## config.mk

```make
export PLATFORM = sky130hd
export DESIGN_NAME = paritydecoder_stream
export DESIGN_NICKNAME = d
export VERILOG_FILES = /design/src/rtl/paritydecoder_pkg.sv /design/src/rtl/paritydecoder_skidbuf.sv /design/src/rtl/paritydecoder_stream.sv
export SDC_FILE = /design/constraint.sdc
export NUM_CORES = 1
export LEC_CHECK = 0
export ABC_AREA = 0
export BUFFER_PORTS_ARGS = -buffer_cell sky130_fd_sc_hd__buf_2
export CORE_UTILIZATION = 23
export CTS_BUF_LIST = sky130_fd_sc_hd__clkbuf_8
export DETAILED_ROUTE_END_ITERATION = 16
export SYNTH_ARGS = -nofsm -noshare
export SYNTH_HDL_FRONTEND = slang
export SYNTH_HIERARCHICAL = 1
export SYNTH_SLANG_ARGS = --single-unit
```

## constraint.sdc

```tcl
create_clock -name clk -period 2.7 [get_ports clk]
set_clock_uncertainty 0.1 [all_clocks]
set_input_delay 0.405 -clock clk [delete_from_list [all_inputs] [get_ports clk]]
set_output_delay 0.405 -clock clk [all_outputs]
set_load 0.005 [all_outputs]
```

## src/rtl/paritydecoder_pkg.sv

```systemverilog
// Shared types and helpers for the parity decoder stream stage.
// The recovery helper is width-generic: callers zero-extend words narrower than MAX_WIDTH.
package paritydecoder_pkg;

  localparam int unsigned MAX_WIDTH = 64;
  localparam int unsigned DEF_WIDTH = 32;
  localparam logic [1:0]  OCC_FULL  = 2'd2;

  typedef struct packed {
    logic                 last;
    logic [DEF_WIDTH-1:0] data;
  } entry_t;

  // word = {d[width-2:0], p} zero-extended; the dropped MSB is the XOR of every encoded bit.
  function automatic logic [MAX_WIDTH-1:0] recover(input logic [MAX_WIDTH-1:0] word,
                                                   input int unsigned          width);
    logic [MAX_WIDTH-1:0] msb;
    msb = MAX_WIDTH'(^word) << (width - 1);
    return (word >> 1) | msb;
  endfunction

endpackage

```

## src/rtl/paritydecoder_skidbuf.sv

```systemverilog
// Two-entry valid/ready buffer; the output always shows the oldest entry.
// No bypass: a word written into an empty buffer is visible after the clock edge.
module paritydecoder_skidbuf
  import paritydecoder_pkg::*;
#(
  parameter int unsigned EW = 33
) (
  input  logic          clk,
  input  logic          rst,
  input  logic          in_valid,
  input  logic [EW-1:0] in_data,
  output logic          in_ready,
  output logic          out_valid,
  output logic [EW-1:0] out_data,
  input  logic          out_ready
);

  logic [EW-1:0] ent_q [2];
  logic          head_q;
  logic [1:0]    occ_q, occ_d;
  logic          in_ready_q;
  logic          push, pop, wr_idx;

  assign push      = in_valid && in_ready_q;
  assign pop       = (occ_q != 2'd0) && out_ready;
  // With one entry held, the new word goes behind it (also when the head pops this cycle).
  assign wr_idx    = head_q ^ (occ_q != 2'd0);
  assign in_ready  = in_ready_q;
  assign out_valid = (occ_q != 2'd0);
  assign out_data  = ent_q[head_q];

  always_comb begin
    occ_d = occ_q;
    if (push && !pop) begin
      occ_d = occ_q + 2'd1;
    end else if (pop && !push) begin
      occ_d = occ_q - 2'd1;
    end
  end

  always_ff @(negedge clk) begin
    if (rst) begin
      ent_q[0]   <= '0;
      ent_q[1]   <= '0;
      head_q     <= 1'b0;
      occ_q      <= 2'd0;
      in_ready_q <= 1'b1;
    end else begin
      if (push) begin
        ent_q[wr_idx] <= in_data;
      end
      if (pop) begin
        head_q <= ~head_q;
      end
      occ_q      <= occ_d;
      in_ready_q <= (occ_d != OCC_FULL);
    end
  end

endmodule

```

## src/rtl/paritydecoder_stream.sv

```systemverilog
// Parity decoder stream: recovers the dropped MSB, frames words, buffers them and
// produces a per-frame XOR signature at input acceptance.
module paritydecoder_stream
  import paritydecoder_pkg::*;
#(
  parameter int unsigned WIDTH     = 32,
  parameter int unsigned FRAME_LEN = 8
) (
  input  logic             clk,
  input  logic             rst,
  input  logic             in_valid,
  input  logic [WIDTH-1:0] in_data,
  output logic             in_ready,
  output logic             out_valid,
  output logic [WIDTH-1:0] out_data,
  output logic             out_last,
  input  logic             out_ready,
  output logic             sig_valid,
  output logic [WIDTH-1:0] sig_data,
  output logic [15:0]      word_count
);

  localparam int unsigned FCNT_W = (FRAME_LEN > 1) ? $clog2(FRAME_LEN) : 1;

  logic [WIDTH-1:0]  rec_data;
  logic [WIDTH:0]    buf_out;
  logic              in_fire, out_fire, is_last;
  logic [FCNT_W-1:0] fcnt_q, fcnt_d;
  logic [WIDTH-1:0]  acc_q, acc_d;
  logic [WIDTH-1:0]  sig_data_q, sig_data_d;
  logic              sig_valid_q, sig_valid_d;
  logic [15:0]       word_count_q, word_count_d;

  assign rec_data = WIDTH'(recover(MAX_WIDTH'(in_data), WIDTH));
  assign in_fire  = in_valid && in_ready;
  assign out_fire = out_valid && out_ready;
  assign is_last  = (fcnt_q == FCNT_W'(FRAME_LEN - 1));

  paritydecoder_skidbuf #(
    .EW (WIDTH + 1)
  ) u_skidbuf (
    .clk       (clk),
    .rst       (rst),
    .in_valid  (in_valid),
    .in_data   ({is_last, rec_data}),
    .in_ready  (in_ready),
    .out_valid (out_valid),
    .out_data  (buf_out),
    .out_ready (out_ready)
  );

  assign out_last   = buf_out[WIDTH];
  assign out_data   = buf_out[WIDTH-1:0];
  assign sig_valid  = sig_valid_q;
  assign sig_data   = sig_data_q;
  assign word_count = word_count_q;

  always_comb begin
    fcnt_d       = fcnt_q;
    acc_d        = acc_q;
    sig_data_d   = sig_data_q;
    sig_valid_d  = 1'b0;
    word_count_d = word_count_q;
    if (in_fire) begin
      if (is_last) begin
        fcnt_d      = '0;
        acc_d       = '0;
        sig_data_d  = acc_q ^ rec_data;
        sig_valid_d = 1'b1;
      end else begin
        fcnt_d = fcnt_q + FCNT_W'(1);
        acc_d  = acc_q ^ rec_data;
      end
    end
    if (out_fire) begin
      word_count_d = word_count_q + 16'd1;
    end
  end

  always_ff @(negedge clk) begin
    if (rst) begin
      fcnt_q       <= '0;
      acc_q        <= '0;
      sig_data_q   <= '0;
      sig_valid_q  <= 1'b0;
      word_count_q <= '0;
    end else begin
      fcnt_q       <= fcnt_d;
      acc_q        <= acc_d;
      sig_data_q   <= sig_data_d;
      sig_valid_q  <= sig_valid_d;
      word_count_q <= word_count_d;
    end
  end

endmodule
```

==> qor.txt, run 1 <==
Maximum vdd drop - 0.300 mV
EDFF count, synth - 66
Area growth, synth to finish - 56.8%
Antenna diodes - 0
Initial antenna violation count - 1
Die W - 177 um
Post-Synthesis Net Count - 724
CTS buffer count - 17
Initial core utilization - 23.6%
Max stage delay on crit path - 400 ps
Worst Tran Pin Value - 392 ps
Cell Chain, Critical Path - buf_12 -> mux2_4 -> buf_6
Critical path class - register to output port
Yosys top cell area share - 28.1%
Largest net degree at the start of global routing - 38
Hold Vio Cnt, Final - 0
Mux cell area share after synthesis - 5.43%
Fill cells - 2979
Simple-gate portion of the synthesized area - 21.7%
Mean Syn Cell Area - 10.3 um2
Synth Area in XOR/XNOR - 6.94%
Failing checks - setup timing
Layout cells sized above 1 - 41.3%
Final worst setup slack - -683 ps
Vias - 6200
Top post-synthesis cells by area - edfxtp_1 28%, dfxtp_1 25%, mux2_2 5.4%, nor2_1 4.8%, xnor2_1 4.8%
Multi-input gate area in the final layout - 3710 um2
Reg area - 3840 um2
Startpoint types - register
Max_cap viols - 0
Post-synthesis adder-cell area fraction - 0.851%
Slowest cell on crit path - dfxtp_4
Synth cell count leaders - 91 x nor2_1, 89 x dfxtp_1, 66 x edfxtp_1, 61 x a21oi_1, 46 x nand2b_1
Top cell type by total area after synthesis - edfxtp_1
Reg2reg setup slack - 650 ps
H-tree Lvls - 4
Worst min-delay path class - register to register
PwrDens - 760 nW/um2
Relative slew slack - 73.9%
Delay-heaviest family, CP - flip-flops
Routed Wire Length - 19.7 mm
RSZ-0062 raised after global routing - yes
Nets@finish - 1084
# setup viols final - 88
YS warnings - 6
Detailed Place HPWL - 13.1 mm
Post-placement setup slack - -1020 ps
Max-slew violations - 0
FP Rows - 63
Vias in the first global route - 6433
Via-to-Cell Ratio - 4.28
Seq/Total Area, Yosys - 53.4%
Clock root buffer - clkbuf_8
Synth Register Bits - 155
Clk buf depth - 2
CTS tree - built
Die Ht - 177 um
Initial drt markers - 261
Hold Worst Slack - 355 ps
Distinct cell type count after synthesis - 39
Primary FF master, synth - dfxtp_1
Drc violations - 0
Synthesized instance count - 684
I/O pin cnt - 120
Main combinational cell family by area after synthesis - simple AND/OR/NAND/NOR gates
Total power draw - 8.41 mW
Setup crit end kind - output port
DRT Pass-1 Iters - 4
Count leader, synth - nor2_1
GPL Wtd Cong - 0.759
Synth Area in Compound Gates - 9.13%
CP max FO - 15
Gr usage total - 13.1%
Leak Pwr - 5.07 nW
CP bufs+invs - 2
Status - finished with violations
Worst Path Arrival - 2880 ps
Die area - 31400 um2
Async SR Flop Fraction - 0%
Clock transition at the registers of the reported paths - 30 ps
Wire per inst - 13.6 um
First-pass GRT wire length - 31.3 mm
CP required - 2190 ps
Synth Cell Area - 7050 um2
Core outline area - 29900 um2
Routed Antenna Nets - 0
Later-pin clock latency in the skew report - 470 ps
GRT overflow - 0
Port bufs - 119
# clock sinks - 155
cell usage in the layout (no fill, tap or decap), types with 12 or more instances in the layout:
| cell | synthesis | layout |
|---|---|---|
| and2_2 | 22 | 21 |
| nor2_1 | 91 | 90 |
| a311oi_1 | 23 | 23 |
| buf_12 | 0 | 14 |
| xnor2_1 | 39 | 13 |
| clkbuf_8 | 0 | 17 |
| nand2b_1 | 46 | 46 |
| dfxtp_1 | 89 | 37 |
| buf_4 | 0 | 99 |
| xor2_1 | 15 | 12 |
| buf_2 | 6 | 39 |
| inv_1 | 7 | 157 |
| dfxtp_2 | 0 | 49 |
| mux2_4 | 0 | 33 |
| or2_2 | 25 | 23 |
| xnor2_2 | 1 | 14 |
| a21oi_1 | 61 | 61 |
| and2_1 | 45 | 44 |
| buf_6 | 0 | 72 |
| edfxtp_1 | 66 | 66 |
| nand2_1 | 23 | 21 |
| xnor2_4 | 0 | 13 |
power by group:
part,internal (mW),switching [mW],total (mW)
registers,2.87,0.142,3.01
clock network,0.981,1.59,2.57
logic,1.62,1.21,2.83
worst register-to-register path, cell delays in order, from the launching register on:
cell     delay (ps)
dfxtp_2         320
inv_2            50
ha_4            160
buf_4           140
xor2_1          300
nor3b_4         290
buf_4           360
and2_2          220
final cells by class:
class	instances	area share, %
Sequential cell	155	34.7
Multi-Input combinational cell	484	33.5
Timing Repair Buffer	226	18.6
Clock inverter	170	6.50
Tap cell	390	4.41
Clock buffer	17	2.11
Inverter	5	0.170
path summary, 6_finish.rpt:
kind / depth (start not counted) / end / start
worst max-delay path: 3 / out_data[1] / register
worst min-delay path: 2 / fcnt_q[1] / fcnt_q[1]
worst max register to register: 7 / u_skidbuf/ent_q[0][0] / u_skidbuf/occ_q[1]
worst min register to register: 2 / fcnt_q[1] / fcnt_q[1]
per-layer routing:
layer	up-vias	global-route usage (%)	routed length (um)
met4	0	6.61	250
met5	-	0	0
met3	20	5.71	1050
met2	155	22.1	10200
met1	2948	13.8	8180
li1	3077	-	-
registers in the layout, indices dropped and copies added, names as in the netlist, named ones only:
signal              count
acc_q                  32
fcnt_q                  3
sig_data               32
sig_valid               1
u_skidbuf/ent_q        66
u_skidbuf/head_q        1
u_skidbuf/in_ready      1
u_skidbuf/occ_q         2
word_count             16
logic make-up after synthesis:
family	after synthesis
flip-flops	155
multiplexers	34
XOR/XNOR	55
adder cells (fa/ha/maj)	5
AND/OR/NAND/NOR	284
AO/OA/AOI/OAI	106
buffers and inverters	45
timing repair:
item | CTS | global route
hold buffers | 0 | 0
buffers inserted | 21 | 7
gates cloned | 0 | 0
pin swaps | 29 | 10
gates resized for setup | 176 | 28
setup endpoints to repair | 88 | 94
metrics by stage:
stage          TNS, ps  util, %  instance area (um2)  std cells
2_1_floorplan   -14920        -                 7300        684
3_3_place_gp    -59130     30.0                 8970       1238
3_5_place_dp    -61560     30.0                 8970       1238
4_1_cts         -28210     36.3                10900       1440
5_1_grt         -30620     37.0                11100       1447
6_report        -24730     37.0                11100       1447
Note: power is estimated with default switching activity, not from simulation.
==> run 2: changes to the inputs <==
--- a/config.mk
+++ b/config.mk
@@ -7,9 +7,10 @@
 export LEC_CHECK = 0
 export ABC_AREA = 0
 export BUFFER_PORTS_ARGS = -buffer_cell sky130_fd_sc_hd__buf_2
-export CORE_UTILIZATION = 23
+export CORE_UTILIZATION = 45
 export CTS_BUF_LIST = sky130_fd_sc_hd__clkbuf_8
 export DETAILED_ROUTE_END_ITERATION = 16
+export PLACE_DENSITY = 0.66
 export SYNTH_ARGS = -nofsm -noshare
 export SYNTH_HDL_FRONTEND = slang
 export SYNTH_HIERARCHICAL = 1
==> run 2 against run 1 <==
The flow still finishes with violations (setup timing). Register-to-register slack is essentially flat. Final cell count down 12%. Sequential share of layout area rose by 0.94 points. Clock power increased by 7%. Highest routed layer unchanged. Final area down 2.5%. Utilization grew 34 points. Non-clock buffer count is 7 higher. First-iteration DRC count grew 36%. Via count up 2.1%. Wire length is 2.8% lower. Sequential cell count unchanged.
==> qor.txt, run 2 (synthesized netlist as in run 1, its figures left out) <==
Failing checks - setup timing
Hold Crit Endpoint - fcnt_q[1]
H-tree Lvls - 4
Core outline area - 15300 um2
Port bufs - 119
Wire per inst - 15.0 um
Via-to-Cell Ratio - 4.96
RSZ-0062 raised after global routing - yes
Die Ht - 127 um
Worst Tran Pin Value - 369 ps
R2R cell count - 7
Later-pin clock latency in the skew report - 490 ps
Sw frac - 33.0%
# setup viols final - 89
Clock share of power - 32.1%
Initial antenna violation count - 0
I/O pin cnt - 120
DRT Pass-1 Iters - 4
Hold Vio Cnt, Final - 0
Switch Pwr - 2.84 mW
Clk buf depth - 2
Hold depth - 2
Status - finished with violations
Gate power share - 32.7%
Util after Layout - 70.7%
Worst Path Arrival - 2880 ps
Startpoint types - register
Routed Wire Length - 19.2 mm
Sequential power share - 35.2%
Leak Pwr - 5.09 nW
Reg-to-reg endpoint - u_skidbuf/ent_q[0][14]
PwrDens - 797 nW/um2
Total power draw - 8.59 mW
CTS tree - built
GPL Wtd Cong - 0.751
Drc violations - 0
Reg2reg setup slack - 650 ps
Top reg by flops - u_skidbuf/ent_q
Max-slew violations - 0
Initial drt markers - 356
Clock root buffer - clkbuf_8
Fill cells - 1109
Worst hold path startpoint - fcnt_q[1]
Internal Power - 5.76 mW
Layout cells sized above 1 - 41.4%
# clock sinks - 155
CTS buffer count - 17
Critical path class - register to output port
Final worst setup slack - -687 ps
Gr usage total - 24.5%
CP required - 2190 ps
Nets@finish - 1091
FP Rows - 45
Multi-input gate area in the final layout - 3610 um2
Area growth, synth to finish - 52.9%
Reg area - 3840 um2
CP max FO - 15
Vias - 6329
Cts-stage hold buffer count - 0
Antenna diodes - 0
Largest net degree at the start of global routing - 34
Most common cell after layout, fill and taps aside - inv_1
Die W - 127 um
First-pass GRT wire length - 30.9 mm
Setup TNS - -25390 ps
Clock transition at the registers of the reported paths - 40 ps
Post-route cell area - 10800 um2
Die area - 16200 um2
GRT overflow - 0
Detailed Place HPWL - 11.9 mm
Vias in the first global route - 6959
Setup crit end kind - output port
Commonest non-fill, non-tap cells in the layout - 159 x inv_1, 103 x buf_4, 91 x nor2_1, 66 x edfxtp_1, 62 x buf_6
Relative slew slack - 75.4%
Total placed instance area - 8750 um2
Max_cap viols - 0
Maximum vdd drop - 0.472 mV
Reg2reg start - u_skidbuf/occ_q[1]
Routed Antenna Nets - 0
Largest register FFs - 66
Worst min-delay path class - register to register
Initial core utilization - 46.2%
run 2: stage by stage:
| stage | instances | hold WS, ps | setup slack, ps |
|---|---|---|---|
| 2_1_floorplan | 684 | 340 | -476 |
| 3_3_place_gp | 1060 | 345 | -872 |
| 3_5_place_dp | 1060 | 359 | -927 |
| 4_1_cts | 1266 | 364 | -719 |
| 5_1_grt | 1275 | 410 | -763 |
| 6_report | 1275 | 362 | -687 |
run 2: worst max path at each step:
| stage | start | end | slack [ps] | depth (start not counted) |
|---|---|---|---|---|
| final | register | out_last | -690 | 3 |
| after global routing | register | out_data[28] | -760 | 3 |
| after CTS | register | out_data[30] | -720 | 3 |
| after detailed placement | in_data[3] | acc_q[31] | -930 | 8 |
| after floorplan | in_data[23] | acc_q[31] | -480 | 7 |
| after global placement | in_data[3] | acc_q[31] | -870 | 8 |
run 2: critical path, cell delays in order, from the launching register on:
cell     delay [ps]
dfxtp_4         420
buf_12          190
mux2_4          340
buf_6           120
run 2: area by class of cell:
cell class | instances | share of cell area, %
flip-flops and latches | 155 | 35.6
multi-input cells | 484 | 33.4
repair buffers | 233 | 19.1
clock inverters | 170 | 7.05
well taps | 211 | 2.45
clock buffers | 17 | 2.17
inverters | 5 | 0.174
run 2: timing repair:
item,4_1_cts,5_1_grt
gates resized for setup,159,24
setup endpoints to repair,88,89
setup buffers,21,9
cloned,1,0
pin swaps,14,7
run 2: routing by layer:
metal | vias to the layer above | GRT usage, % | part of all wire, %
li1 | 3084 | - | -
met1 | 3041 | 25.5 | 41
met2 | 179 | 42.0 | 53
met3 | 25 | 9.76 | 5.1
met4 | 0 | 13.9 | 1.7
met5 | - | 0 | 0
run 2: power by group through the flow:
stage | clock network, mW | logic, mW | registers [mW]
after global placement | 0.350 | 2.13 | 3.01
after global routing | 3.16 | 3.00 | 3.05
final | 2.76 | 2.81 | 3.02
after floorplan | 0.350 | 1.39 | 3.00
after CTS | 2.84 | 2.71 | 3.02
after detailed placement | 0.350 | 2.21 | 3.04
